[src/rtl/core_pkg.sv]
// Shared definitions for the RISC core pipeline: MEMctrl bit positions,
// MEM-stage FSM encoding and the MEM/WB bundle layout.
package core_pkg;

  // MEMctrl field bit positions (bits 6:5 are reserved)
  localparam int MC_RD     = 0;
  localparam int MC_WR     = 1;
  localparam int MC_IO     = 2;
  localparam int MC_WORD   = 3;
  localparam int MC_SELNPC = 4;

  // Value returned for a byte whose bus cycle timed out
  localparam logic [7:0] OPEN_BUS = 8'hFF;

  typedef enum logic [1:0] {
    IDLE   = 2'd0,
    ACC_LO = 2'd1,
    ACC_HI = 2'd2,
    DONE   = 2'd3
  } state_e;

  // MEM/WB bundle handed to write-back
  typedef struct packed {
    logic [4:0]  wr_id;
    logic [7:0]  fmask;
    logic [7:0]  flags;
    logic [15:0] data;
    logic        eoi;
  } wb_t;

endpackage

[src/rtl/mem_wb_latch.sv]
// MEM/WB pipeline register: loads the presented bundle when ld=1,
// otherwise captures an all-zero bubble.
module mem_wb_latch
  import core_pkg::*;
(
  input  logic CLK,
  input  logic RST,
  input  logic ld,
  input  wb_t  d,
  output wb_t  q
);

  wb_t wb_d, wb_q;

  // Select between the new bundle and a bubble
  always_comb begin
    wb_d = '0;
    if (ld) wb_d = d;
  end

  // Register with synchronous reset to a bubble
  always_ff @(posedge CLK) begin
    if (RST) wb_q <= '0;
    else     wb_q <= wb_d;
  end

  assign q = wb_q;

endmodule

[src/rtl/mem_stage_ctrl.sv]
// MEM stage controller: sequences loads/stores/I-O over the 8-bit req/ack
// bus (words as two byte cycles), stalls upstream while busy and feeds the
// MEM/WB register. Upstream holds the EXE bundle stable while stall=1, so
// the inputs are used directly throughout an access.
module mem_stage_ctrl
  import core_pkg::*;
#(
  parameter int TIMEOUT = 64
)
(
  input  logic        CLK,
  input  logic        RST,
  input  logic [4:0]  Wr_id_in,
  input  logic [7:0]  Fmask_in,
  input  logic [6:0]  MEMctrl_in,
  input  logic [7:0]  Flags_in,
  input  logic [15:0] Result_in,
  input  logic [15:0] Src1_in,
  input  logic [15:0] seqNPC_in,
  input  logic        EOI_in,
  input  logic        mem_ack,
  input  logic [7:0]  mem_rdata,
  output logic        stall,
  output logic        mem_req,
  output logic        mem_we,
  output logic        mem_io,
  output logic [15:0] mem_addr,
  output logic [7:0]  mem_wdata,
  output logic        bus_err,
  output logic [4:0]  Wr_id_out,
  output logic [15:0] Wr_data_out,
  output logic [7:0]  Fmask_out,
  output logic [7:0]  Flags_out,
  output logic        EOI_out
);

  localparam int CW = (TIMEOUT > 2) ? $clog2(TIMEOUT) : 1;

  state_e        state_q, state_d;
  logic          mem_req_q, mem_req_d;
  logic          mem_we_q, mem_we_d;
  logic          mem_io_q, mem_io_d;
  logic          bus_err_q, bus_err_d;
  logic [15:0]   mem_addr_q, mem_addr_d;
  logic [7:0]    mem_wdata_q, mem_wdata_d;
  logic [7:0]    lo_q, lo_d;
  logic [CW-1:0] cnt_q, cnt_d;

  logic          wb_ld;
  wb_t           wb_nxt, wb_out;

  logic          op_rd, op_wr, op_io, op_word, op_npc, memop;
  logic          ack_v, tmo, byte_done;
  logic [7:0]    rbyte;
  logic          unused_rsvd;

  assign op_rd   = MEMctrl_in[MC_RD];
  assign op_wr   = MEMctrl_in[MC_WR];
  assign op_io   = MEMctrl_in[MC_IO];
  assign op_word = MEMctrl_in[MC_WORD];
  assign op_npc  = MEMctrl_in[MC_SELNPC];
  assign memop   = op_rd | op_wr;
  assign unused_rsvd = ^MEMctrl_in[6:5];

  // An ack only counts while a request is outstanding; a timeout behaves as
  // an ack carrying open-bus data.
  assign ack_v     = mem_req_q & mem_ack;
  assign tmo       = mem_req_q & ~mem_ack & (cnt_q == CW'(TIMEOUT - 1));
  assign byte_done = ack_v | tmo;
  assign rbyte     = ack_v ? mem_rdata : OPEN_BUS;

  assign stall = ((state_q == IDLE) & memop) | (state_q == ACC_LO) | (state_q == ACC_HI);

  // Next-state, bus sequencing and write-back selection
  always_comb begin
    state_d       = state_q;
    mem_req_d     = mem_req_q;
    mem_we_d      = mem_we_q;
    mem_io_d      = mem_io_q;
    mem_addr_d    = mem_addr_q;
    mem_wdata_d   = mem_wdata_q;
    bus_err_d     = 1'b0;
    lo_d          = lo_q;
    cnt_d         = cnt_q;
    wb_ld         = 1'b0;
    wb_nxt.wr_id  = Wr_id_in;
    wb_nxt.fmask  = Fmask_in;
    wb_nxt.flags  = Flags_in;
    wb_nxt.eoi    = EOI_in;
    wb_nxt.data   = Result_in;

    case (state_q)
      IDLE: begin
        if (memop) begin
          state_d     = ACC_LO;
          mem_req_d   = 1'b1;
          mem_addr_d  = Result_in;
          mem_we_d    = op_wr & ~op_rd;
          mem_io_d    = op_io;
          mem_wdata_d = Src1_in[7:0];
          cnt_d       = '0;
        end else begin
          wb_ld       = 1'b1;
          wb_nxt.data = op_npc ? seqNPC_in : Result_in;
        end
      end
      ACC_LO: begin
        if (byte_done) begin
          bus_err_d = tmo;
          lo_d      = rbyte;
          if (op_word) begin
            state_d     = ACC_HI;
            mem_addr_d  = mem_addr_q + 16'd1;
            mem_wdata_d = Src1_in[15:8];
            cnt_d       = '0;
          end else begin
            state_d     = DONE;
            mem_req_d   = 1'b0;
            wb_ld       = 1'b1;
            wb_nxt.data = op_rd ? {8'h00, rbyte} : Result_in;
          end
        end else begin
          cnt_d = cnt_q + CW'(1);
        end
      end
      ACC_HI: begin
        if (byte_done) begin
          bus_err_d   = tmo;
          state_d     = DONE;
          mem_req_d   = 1'b0;
          wb_ld       = 1'b1;
          wb_nxt.data = op_rd ? {rbyte, lo_q} : Result_in;
        end else begin
          cnt_d = cnt_q + CW'(1);
        end
      end
      DONE: begin
        state_d = IDLE;
      end
      default: state_d = IDLE;
    endcase
  end

  // State and bus registers
  always_ff @(posedge CLK) begin
    if (RST) begin
      state_q     <= IDLE;
      mem_req_q   <= 1'b0;
      mem_we_q    <= 1'b0;
      mem_io_q    <= 1'b0;
      mem_addr_q  <= '0;
      mem_wdata_q <= '0;
      bus_err_q   <= 1'b0;
      lo_q        <= '0;
      cnt_q       <= '0;
    end else begin
      state_q     <= state_d;
      mem_req_q   <= mem_req_d;
      mem_we_q    <= mem_we_d;
      mem_io_q    <= mem_io_d;
      mem_addr_q  <= mem_addr_d;
      mem_wdata_q <= mem_wdata_d;
      bus_err_q   <= bus_err_d;
      lo_q        <= lo_d;
      cnt_q       <= cnt_d;
    end
  end

  mem_wb_latch u_wb (
    .CLK (CLK),
    .RST (RST),
    .ld  (wb_ld),
    .d   (wb_nxt),
    .q   (wb_out)
  );

  assign mem_req     = mem_req_q;
  assign mem_we      = mem_we_q;
  assign mem_io      = mem_io_q;
  assign mem_addr    = mem_addr_q;
  assign mem_wdata   = mem_wdata_q;
  assign bus_err     = bus_err_q;
  assign Wr_id_out   = wb_out.wr_id;
  assign Wr_data_out = wb_out.data;
  assign Fmask_out   = wb_out.fmask;
  assign Flags_out   = wb_out.flags;
  assign EOI_out     = wb_out.eoi;

endmodule

[config.mk]
export PLATFORM = sky130hd
export DESIGN_NAME = mem_stage_ctrl
export DESIGN_NICKNAME = d
export VERILOG_FILES = /design/src/rtl/core_pkg.sv /design/src/rtl/mem_wb_latch.sv /design/src/rtl/mem_stage_ctrl.sv
export SDC_FILE = /design/constraint.sdc
export NUM_CORES = 1
export LEC_CHECK = 0
export CAP_MARGIN = 20
export CORE_ASPECT_RATIO = 0.8
export CORE_UTILIZATION = 45
export CTS_BUF_LIST = sky130_fd_sc_hd__clkbuf_4 sky130_fd_sc_hd__clkbuf_8
export DETAILED_ROUTE_END_ITERATION = 7
export PLACE_DENSITY = 0.82
export SYNTH_ARGS = -nofsm -noshare
export SYNTH_HDL_FRONTEND = slang
export SYNTH_SLANG_ARGS = --single-unit
[constraint.sdc]
create_clock -name CLK -period 2.61 [get_ports CLK]
set_input_delay 0.6525 -clock CLK [delete_from_list [all_inputs] [get_ports CLK]]
set_output_delay 0.6525 -clock CLK [all_outputs]
set_load 0.01 [all_outputs]
==> impl_table.tex <==
\begin{tabular}{lr}
\hline
Metric & Value \\
\hline
\multicolumn{2}{l}{\textbf{Status}} \\
Run status & complete, no violations \\
\multicolumn{2}{l}{\textbf{Clocking}} \\
Number of post-CTS setup repair buffers & 0 \\
Number of buffers inserted by hold repair at cts & 0 \\
Clock tree buffer depth & 2 \\
Cts bufs inserted & 9 \\
Clock Sink Count & 82 \\
Resize count post-CTS & 0 \\
TritonCTS clock tree & done \\
H-tree depth reported by CTS & 3 \\
Clock Latency Late Sink & 360 ps \\
Clock slew at the register clock pins of the worst setup and hold paths & 80 ps \\
Clock Root Buffer & sky130\_fd\_sc\_hd\_\_clkbuf\_8 \\
\multicolumn{2}{l}{\textbf{Global routing}} \\
Number of antenna violations at the first check in global routing & 0 \\
Total overflow reported by the global router & 0 \\
Number of global-route vias before repair & 3972 \\
Largest net degree at the start of global routing & 47 \\
Total Routing Usage GR & 25.4\% \\
Wire length of the first global-routing pass & 18600 um \\
\multicolumn{2}{l}{\textbf{Route}} \\
Post-route antenna net violation count & 0 \\
Total DRC errors in the routed layout & 0 \\
Vias & 4135 \\
Wirelength, routed & 11500 um \\
WL per Instance & 15.7 um \\
Number of DRC markers after the initial detailed-route iteration & 270 \\
First-pass iteration count of the detailed router & 5 \\
Ratio of routed vias to standard cells & 5.64 \\
\multicolumn{2}{l}{\textbf{Worst setup path}} \\
Source of the critical timing path & MEMctrl\_in[0] \\
Nature of the critical path endpoint & output pin \\
Cell with the biggest individual delay on the critical path & sky130\_fd\_sc\_hd\_\_clkdlybuf4s50\_1 \\
Critical path fanouts, max & 2 \\
Cell type with the highest occurrence count on the critical path & sky130\_fd\_sc\_hd\_\_clkdlybuf4s50\_1 \\
Type of the setup path with the least slack & in2out \\
CP Buf/Inv Count & 2 \\
Reg-to-Reg Start & state\_q[1] \\
End point of the critical path & stall \\
Crit Reg-Reg Endpoint & mem\_addr[11] \\
Cell family with the largest share of critical-path delay & buffers and inverters \\
Data required, critical path & slightly below 2000 ps \\
Stages on the worst setup path & 4 \\
Kind of launch point of the worst setup path & input pin \\
Worst endpoint data arrival time & between 1500 and 2000 ps \\
Delay of the slowest cell on the worst path & roughly 480 ps \\
Cells traversed along the worst timing path & clkdlybuf4s50\_1 -> o21ai\_0 -> nand2\_1 -> clkdlybuf4s50\_1 \\
FF-to-FF setup slack & 360 ps \\
Worst-case reg-to-reg path depth & 9 \\
\multicolumn{2}{l}{\textbf{Pwr}} \\
Clock power frac & 17.0\% \\
Sequential share of power & 34.1\% \\
Worst IR Drop VDD & 0.000514 V \\
Switching power share of the total & 39.7\% \\
Internal power consumption & approximately 3100 uW \\
Power per unit of standard cell area & around 880 nW/um\^{}2 \\
Static leakage power & 0.00209 uW \\
Net switching power of the design & 2040 uW \\
Gate power share & 48.9\% \\
\multicolumn{2}{l}{\textbf{STA}} \\
Worst-Margin Slew & 583 ps \\
Maximum clock skew at final layout & 10.6 ps \\
Final period utilization & 95.4\% \\
Total of endpoints with negative setup slack in the final report & 0 \\
Period minus WS final & roughly 2500 ps \\
Setup Total Neg Slack & 0 ps \\
Final Max Slew Viols & 0 \\
Worst max-slew margin expressed relative to the limit & 61.0\% \\
RSZ-0062 raised after global routing & no \\
Final count of hold timing violations & 0 \\
Highest clock frequency the design can meet & 0.401 GHz \\
\multicolumn{2}{l}{\textbf{Die}} \\
Site Rows & 30 \\
Ports placed on the boundary & 155 \\
Placeable core area & $\sim$8500 sq um \\
Die W & 107 um \\
Total die area & 9180 sq um \\
Effective utilization at floorplan & 46.5\% \\
Vertical die dimension & 85.9 um \\
\multicolumn{2}{l}{\textbf{Logic synthesis}} \\
Mean area per synthesized cell & 8.46 sq um \\
Register bit count reported by yosys & 82 \\
Dominant register cell in the synthesized netlist & sky130\_fd\_sc\_hd\_\_dfxtp\_1 \\
Syn\_nets & 562 \\
Number of enable flip-flop cells after synthesis & 0 \\
Number of warnings reported in the yosys synthesis log & 0 \\
Number of instances in the synthesized netlist & 468 \\
Mapped Area & 3960 sq um \\
Fraction of registers with async set/reset & 0\% \\
Number of distinct library cell variants in the gate-level netlist after synthesis & 59 \\
Sequential share of the synthesized area & 41.5\% \\
\multicolumn{2}{l}{\textbf{Finish}} \\
Fraction of final layout cells with drive strength greater than 1 & 8.53\% \\
Count of placed standard cells in the final layout, fillers left out & 733 \\
Diode count & 0 \\
Post-route cell area & just under 6000 sq um \\
Highest-count cells in the layout ignoring fill and taps & 152 x sky130\_fd\_sc\_hd\_\_clkdlybuf4s50\_1, 82 x sky130\_fd\_sc\_hd\_\_dfxtp\_1, 52 x sky130\_fd\_sc\_hd\_\_nand2\_1, 51 x sky130\_fd\_sc\_hd\_\_a21oi\_1, 43 x sky130\_fd\_sc\_hd\_\_nor2\_1 \\
Area growth syn-to-layout & 46.9\% \\
Most common cell after layout, fill and taps aside & sky130\_fd\_sc\_hd\_\_clkdlybuf4s50\_1 \\
Net total in the final layout & approximately 700 \\
\multicolumn{2}{l}{\textbf{Placement}} \\
Detailed placement HPWL & 8420 um \\
Final GP Congestion & 0.885 \\
Cell Count Post-Placement & about 720 \\
Number of input and output port buffers inserted & roughly 150 \\
Placement-stage cell area & 5630 sq um \\
\multicolumn{2}{l}{\textbf{Flow run}} \\
\# Max-Cap Violations & 0 \\
\multicolumn{2}{l}{\textbf{Min path}} \\
Path category of the worst min-delay check & reg2reg \\
\hline
\end{tabular}
==> cells in the mapped netlist (5+ instances only) <==
master                      n  area, sq um
sky130_fd_sc_hd__nor2_1    43          161
sky130_fd_sc_hd__clkbuf_1  17         63.8
sky130_fd_sc_hd__mux2i_1   13          130
sky130_fd_sc_hd__a21oi_1   51          255
sky130_fd_sc_hd__o21ai_0   17         85.1
sky130_fd_sc_hd__and2_1    28          175
sky130_fd_sc_hd__nand2_1   52          195
sky130_fd_sc_hd__ha_1       6         75.1
sky130_fd_sc_hd__o21bai_1   7         52.6
sky130_fd_sc_hd__mux2_2     8         90.1
sky130_fd_sc_hd__dfxtp_1   82         1640
sky130_fd_sc_hd__nand3_1   10         50.1
sky130_fd_sc_hd__buf_4      6         45.0
sky130_fd_sc_hd__a211oi_1  16          120
sky130_fd_sc_hd__nor3_1    14         70.1
sky130_fd_sc_hd__inv_1      5         18.8
sky130_fd_sc_hd__a41oi_1    6         52.6
sky130_fd_sc_hd__o21a_1     7         52.6
sky130_fd_sc_hd__buf_2      7         35.0
sky130_fd_sc_hd__o221ai_1   7         61.3
==> worst register-to-register path, delay by kind of cell, from the launching register on <==
family                     cells  cell delay [ps]
DFF                            1              350
muxes                          1              140
adders and majority gates      1              240
and+or+nand+nor                2              410
AOI/OAI and AO/OA              2              310
buffers and inverters          3              700
==> power groups by stage <==
stage          clock [uW]  combinational [uW]  sequential (uW)
2_1_floorplan           0                1380             1840
3_3_place_gp            0                2410             1760
3_5_place_dp            0                2490             1770
4_1_cts               895                2500             1750
5_1_grt               946                2740             1790
6_report              871                2510             1750
==> through the flow <==
step | setup WS (ps) | hold WS (ps) | total power (uW) | util, %
after floorplan | 600 | 444 | 3220 | -
after global placement | 104 | 455 | 4170 | 66.1
after global routing | 7.91 | 509 | 5470 | 68.3
after detailed placement | 117 | 472 | 4260 | 66.1
final | 119 | 478 | 5130 | 68.3
after CTS | 96.1 | 485 | 5140 | 68.3
==> cells by family after synthesis <==
group                      Yosys count  synth area share [%]
muxes                               21                  5.56
DFF                                 82                  41.5
and+or+nand+nor                    177                  21.9
AOI/OAI and AO/OA                  144                  24.6
adders and majority gates            6                  1.90
buffers and inverters               38                  4.58
==> cell type report <==
class	instances	area, sq um
clock inverters	5	40.0
flip-flops and latches	82	1640
fillers	708	2700
inverters	6	22.5
repair buffers	169	1690
clock buffers	11	145
multi-input cells	348	2140
well taps	112	140
==> metal layers <==
layer	track usage (%)	share of wire, %
met1	31.3	42
met2	44.6	49
met3	5.62	7.5
met4	7.47	1.7
met5	0	0
==> how the worst min path moves through the flow <==
stage / start / end / slack, ps / depth (start not counted)
4_1_cts: cnt_q[1] / cnt_q[1] / 490 / 2
3_3_place_gp: cnt_q[1] / cnt_q[1] / 460 / 2
6_report: cnt_q[1] / cnt_q[1] / 480 / 2
3_5_place_dp: cnt_q[1] / cnt_q[1] / 470 / 2
5_1_grt: cnt_q[1] / cnt_q[1] / 510 / 2
2_1_floorplan: cnt_q[1] / cnt_q[1] / 440 / 2
==> state kept, by name, summed over array words and instances (netlist names) <==
signal and cells:
cnt_q 6, mem_we 1, mem_wdata 8, mem_io 1, state_q 2, bus_err 1, u_wb.q 38, mem_req 1
lo_q 8, mem_addr 16
Power figures use the tool's default switching activity.
==> RTL change 1 (config.mk and constraints unchanged) <==
`lo_q` no longer has a reset.
--- a/src/rtl/mem_stage_ctrl.sv
+++ b/src/rtl/mem_stage_ctrl.sv
@@ -152,5 +152,4 @@
       mem_wdata_q <= '0;
       bus_err_q   <= 1'b0;
-      lo_q        <= '0;
       cnt_q       <= '0;
     end else begin
@@ -162,7 +161,10 @@
       mem_wdata_q <= mem_wdata_d;
       bus_err_q   <= bus_err_d;
-      lo_q        <= lo_d;
       cnt_q       <= cnt_d;
     end
+  end
+
+  always_ff @(posedge CLK) begin
+    lo_q <= lo_d;
   end
 
Formal check against the unedited RTL: same outputs for any inputs over 10 cycles, from zero or initial values and one cycle with RST high; that may be too few to reach the edited logic, so the function may still have changed.
==> RTL change 1 against the original RTL <==
Total power fell by 0.53%. Design area is 3.8% higher. Worst setup slack got worse by 40 ps. Synthesized cell count grew 1.9%. Wire length grew 12%. Area after synthesis grew 4.7%. First-iteration DRC count fell by 11%. Worst hold slack improved by 29 ps. Via count increased by 1.5%. Sequential cell count stayed put.
==> RTL change 1: results (changes against the original RTL) <==
- Dominant cells by area after synthesis: sky130_fd_sc_hd__dfxtp_1 (36%), sky130_fd_sc_hd__a21oi_1 (6.3%), sky130_fd_sc_hd__edfxtp_1 (5.8%) (was sky130_fd_sc_hd__dfxtp_1 (41%), sky130_fd_sc_hd__a21oi_1 (6.4%), sky130_fd_sc_hd__nand2_1 (4.9%)).
- The unique cell type count in the Yosys netlist was 54 (was 59).
- The number of combinational gates with multiple inputs is 344 (was 348).
- The wire length on met3 is 1291 um (was 868 um).
- The sequential area share after synthesis was 41.53% (was 41.47%).
- The data arrival time at the worst-slack endpoint is 1880 ps (was 1840 ps).
- The amount of wire on met2 after detailed routing is 5990 um (was 5613 um).
- The standard cell core area is 8708 sq um (was 8521 sq um).
- The area fraction in compound gates after synthesis came to 27.62% (was 24.62%).
- The first-pass GRT wire length is 19,670 um (was 18,640 um).
- The clock tree skew after final layout was 10.66 ps (was 10.59 ps).
- The final routed wirelength across all metal layers is 12,930 um (was 11,540 um).
- The layout filler cell count is 711 (was 708).
- The fraction of synthesized area in multiplexers was 3.139% (was 5.563%).
- The fraction of the mapped netlist area in adder cells is 1.811% (was 1.896%).
- The buffer count excluding the clock tree in the final layout is 173 (was 169).
- Most frequent cells after synthesis: sky130_fd_sc_hd__dfxtp_1 (74), sky130_fd_sc_hd__nand2_1 (59), sky130_fd_sc_hd__a21oi_1 (52) (was sky130_fd_sc_hd__dfxtp_1 (82), sky130_fd_sc_hd__nand2_1 (52), sky130_fd_sc_hd__a21oi_1 (51)).
- The violation count after the first detailed-route iteration is 241 (was 270).
- The average routed wire per standard cell is 17.42 um (was 15.75 um).
- Run status: finished clean (unchanged).
- The worst slack at placement is 16.07 ps (was 117.0 ps).
- The number of non-clock inverters is 15 (was 6).
- The number of flip-flops and latches is 82 (unchanged).
- The met1 usage was 34.60% (was 31.31%).
- The number of clock-tree buffers in the layout is 9 (was 11).
- The HPWL after detailed placement is 9545 um (was 8422 um).
- The total power of the final layout is 5104 uW (was 5131 uW).
- The cell count after synthesis is 477 (was 468).
- The instance count after placement with tap cells included is 726 (was 717).
- The post-detailed-route via-to-cell ratio is 5.659 (was 5.641).
- The via count of the first global-routing pass came to 3,900 (was 3,972).
- The leakage dissipation is 0.002205 uW (was 0.002090 uW).
- The area used by sequential logic in the layout came to 1723 sq um (was 1642 sq um).
- The number of enable-type register cells in the synthesized netlist is 8 (was 0).
- The share of the final layout cell area in multi-input gates is 36.24% (was 36.80%).
- The met3 usage in global routing came to 7.292% (was 5.623%).
- The share of layout cells above drive strength 1 is 11.27% (was 8.535%).
- The placed cell area is 5791 sq um (was 5632 sq um).
- The met2 usage is 44.54% (was 44.57%).
- The wire length on met1 is 5500 um (was 4869 um).
- The maximum ir drop on the vdd rail is 0.5813 mV (was 0.5140 mV).
- The largest net degree at the start of global routing is 40 (was 47).
- The routability congestion estimate is 0.8483 (was 0.8850).
- The total nets after synthesis is 571 (was 562).
[RTL change 1: cell count changes after synthesis, sizes merged, moves of 7 or more]
cell    before  now
nor2        43   32
a21o         1   10
o21bai       7    0
dfxtp       82   74
edfxtp       0    8
inv          6   15
o31ai        2   11
nand2       52   60
o21ai       20   31
nor3        14    4
mux2         8    0
[RTL change 1: repair_timing]
action	CTS	global route
gates resized for setup	2	3
gates cloned	0	0
pin swaps	0	0
setup endpoints to repair	1	1
[RTL change 1: final timing paths]
check / startpoint / end / slack [ps] / cells after the start
worst min register to register: mem_io$_SDFFE_PP0P_ / mem_io$_SDFFE_PP0P_ / 510 / 2
worst max-delay path: MEMctrl_in[0] / stall / 80 / 4
worst max register to register: state_q[1]$_SDFFE_PP0P_ / cnt_q[2]$_SDFFE_PP0P_ / 520 / 7
worst min-delay path: mem_io$_SDFFE_PP0P_ / mem_io$_SDFFE_PP0P_ / 510 / 2
==> RTL change 2 (same flow settings) <==
Without the edit above. Change the parameter `TIMEOUT` from 64 to 128.
--- a/src/rtl/mem_stage_ctrl.sv
+++ b/src/rtl/mem_stage_ctrl.sv
@@ -6,5 +6,5 @@
   import core_pkg::*;
 #(
-  parameter int TIMEOUT = 64
+  parameter int TIMEOUT = 128
 )
 (
Formal check against the unedited RTL: same outputs for any inputs over 10 cycles, from zero or initial values and one cycle with RST high; that may be too few to reach the edited logic, so the function may still have changed.
==> RTL change 2 against the original RTL <==
Sequential cell count increased by 1. Clock power decreased by 1%. Wire length increased by 11%. Combinational power increased by 13%. Design area increased by 1.8%. Synthesized cell count decreased by 4.3%. Total power increased by 7.2%. Worst setup slack got worse by 60 ps. Highest routed layer unchanged. Area after synthesis increased by 1.0%. Non-clock buffer count increased by 10. Clock skew decreased by 2.5 ps. Sequential share of layout area decreased by 0.14 points. Fmax decreased by 2.4%.
==> RTL change 2: results (changes against the original RTL) <==
- The end point of the worst hold path is u_wb.q[1]$_SDFF_PP0_ (was cnt_q[1]$_SDFFE_PP0P_).
- Dominant cells by area after synthesis: sky130_fd_sc_hd__dfxtp_1 (42%), sky130_fd_sc_hd__and2_1 (4.1%), sky130_fd_sc_hd__a21oi_1 (3.9%) (was sky130_fd_sc_hd__dfxtp_1 (41%), sky130_fd_sc_hd__a21oi_1 (6.4%), sky130_fd_sc_hd__nand2_1 (4.9%)).
- The buffer count excluding the clock tree in the final layout is 179 (was 169).
- Run status: finished clean (unchanged).
- The worst hold slack after final layout came to 501.3 ps (was 477.5 ps).
- The leakage dissipation came to 0.002111 uW (was 0.002090 uW).
- The worst slack at placement came to -12.97 ps (was 117.0 ps).
- The sequential cell area share was 28.09% (was 28.22%).
- The number of combinational gates with multiple inputs is 319 (was 348).
- The final routed wirelength across all metal layers came to 12,850 um (was 11,540 um).
- The path depth of the worst reg2reg path is 6 (was 9).
- The wire length on met3 is 1059 um (was 868 um).
- The HPWL after detailed placement is 9631 um (was 8422 um).
- The wire length on met1 was 5133 um (was 4869 um).
- The via count of the routed design is 4,235 (was 4,135).
- The first-pass GRT wire length was 20,110 um (was 18,640 um).
- The post-cts gate resize count is 1 (was 0).
- The placed cell area came to 5718 sq um (was 5632 sq um).
- The net count of the finished layout is 700 (was 710).
- The origin of the critical flop-to-flop path was cnt_q[0]$_SDFFE_PP0P_ (was state_q[1]$_SDFFE_PP0P_).
- The met2 usage is 47.45% (was 44.57%).
- The number of detailed-routing iterations run before antenna repair came to 7 (was 5).
- The switching share of total power is 39.54% (was 39.67%).
- The met1 usage is 35.22% (was 31.31%).
- The achievable frequency is 0.3920 GHz (was 0.4014 GHz).
- The number of non-clock inverters was 14 (was 6).
- The routability congestion estimate was 0.8931 (was 0.8850).
- The share of total power in combinational logic came to 51.5% (was 48.9%).
- The non-clock buffering overhead in the final layout came to 29.54% (was 29.00%).
- The setup slack of the worst register-to-register path came to 220 ps (was 360 ps).
- The total power of the final layout is 5501 uW (was 5131 uW).
- The via count of the first global-routing pass is 4,004 (was 3,972).
- The violation count after the first detailed-route iteration is 298 (was 270).
- The layout filler cell count was 703 (was 708).
- The data arrival time at the worst-slack endpoint came to 1900 ps (was 1840 ps).
-- RTL change 2: changes by cell type after synthesis, moves of 9 or more --
cell | before | now
sky130_fd_sc_hd__a31oi_1 | 4 | 17
sky130_fd_sc_hd__nand2_1 | 52 | 31
sky130_fd_sc_hd__inv_1 | 5 | 14
sky130_fd_sc_hd__nand3_1 | 10 | 25
sky130_fd_sc_hd__a211oi_2 | 0 | 11
sky130_fd_sc_hd__nor2_1 | 43 | 27
sky130_fd_sc_hd__a21oi_1 | 51 | 31
-- RTL change 2: stage by stage --
step | utilization [%] | instances
after detailed placement | 66.81 | 707
final | 69.18 | 723
after floorplan | - | 448
after CTS | 68.99 | 723
after global routing | 69.18 | 723
after global placement | 66.81 | 707
-- RTL change 2: cell families after synthesis --
kind of cell | synth area share (%)
DFF | 41.55
and+or+nand+nor | 20.49
buffers and inverters | 5.569
adders and majority gates | 1.877
AOI/OAI and AO/OA | 27.47
muxes | 3.035
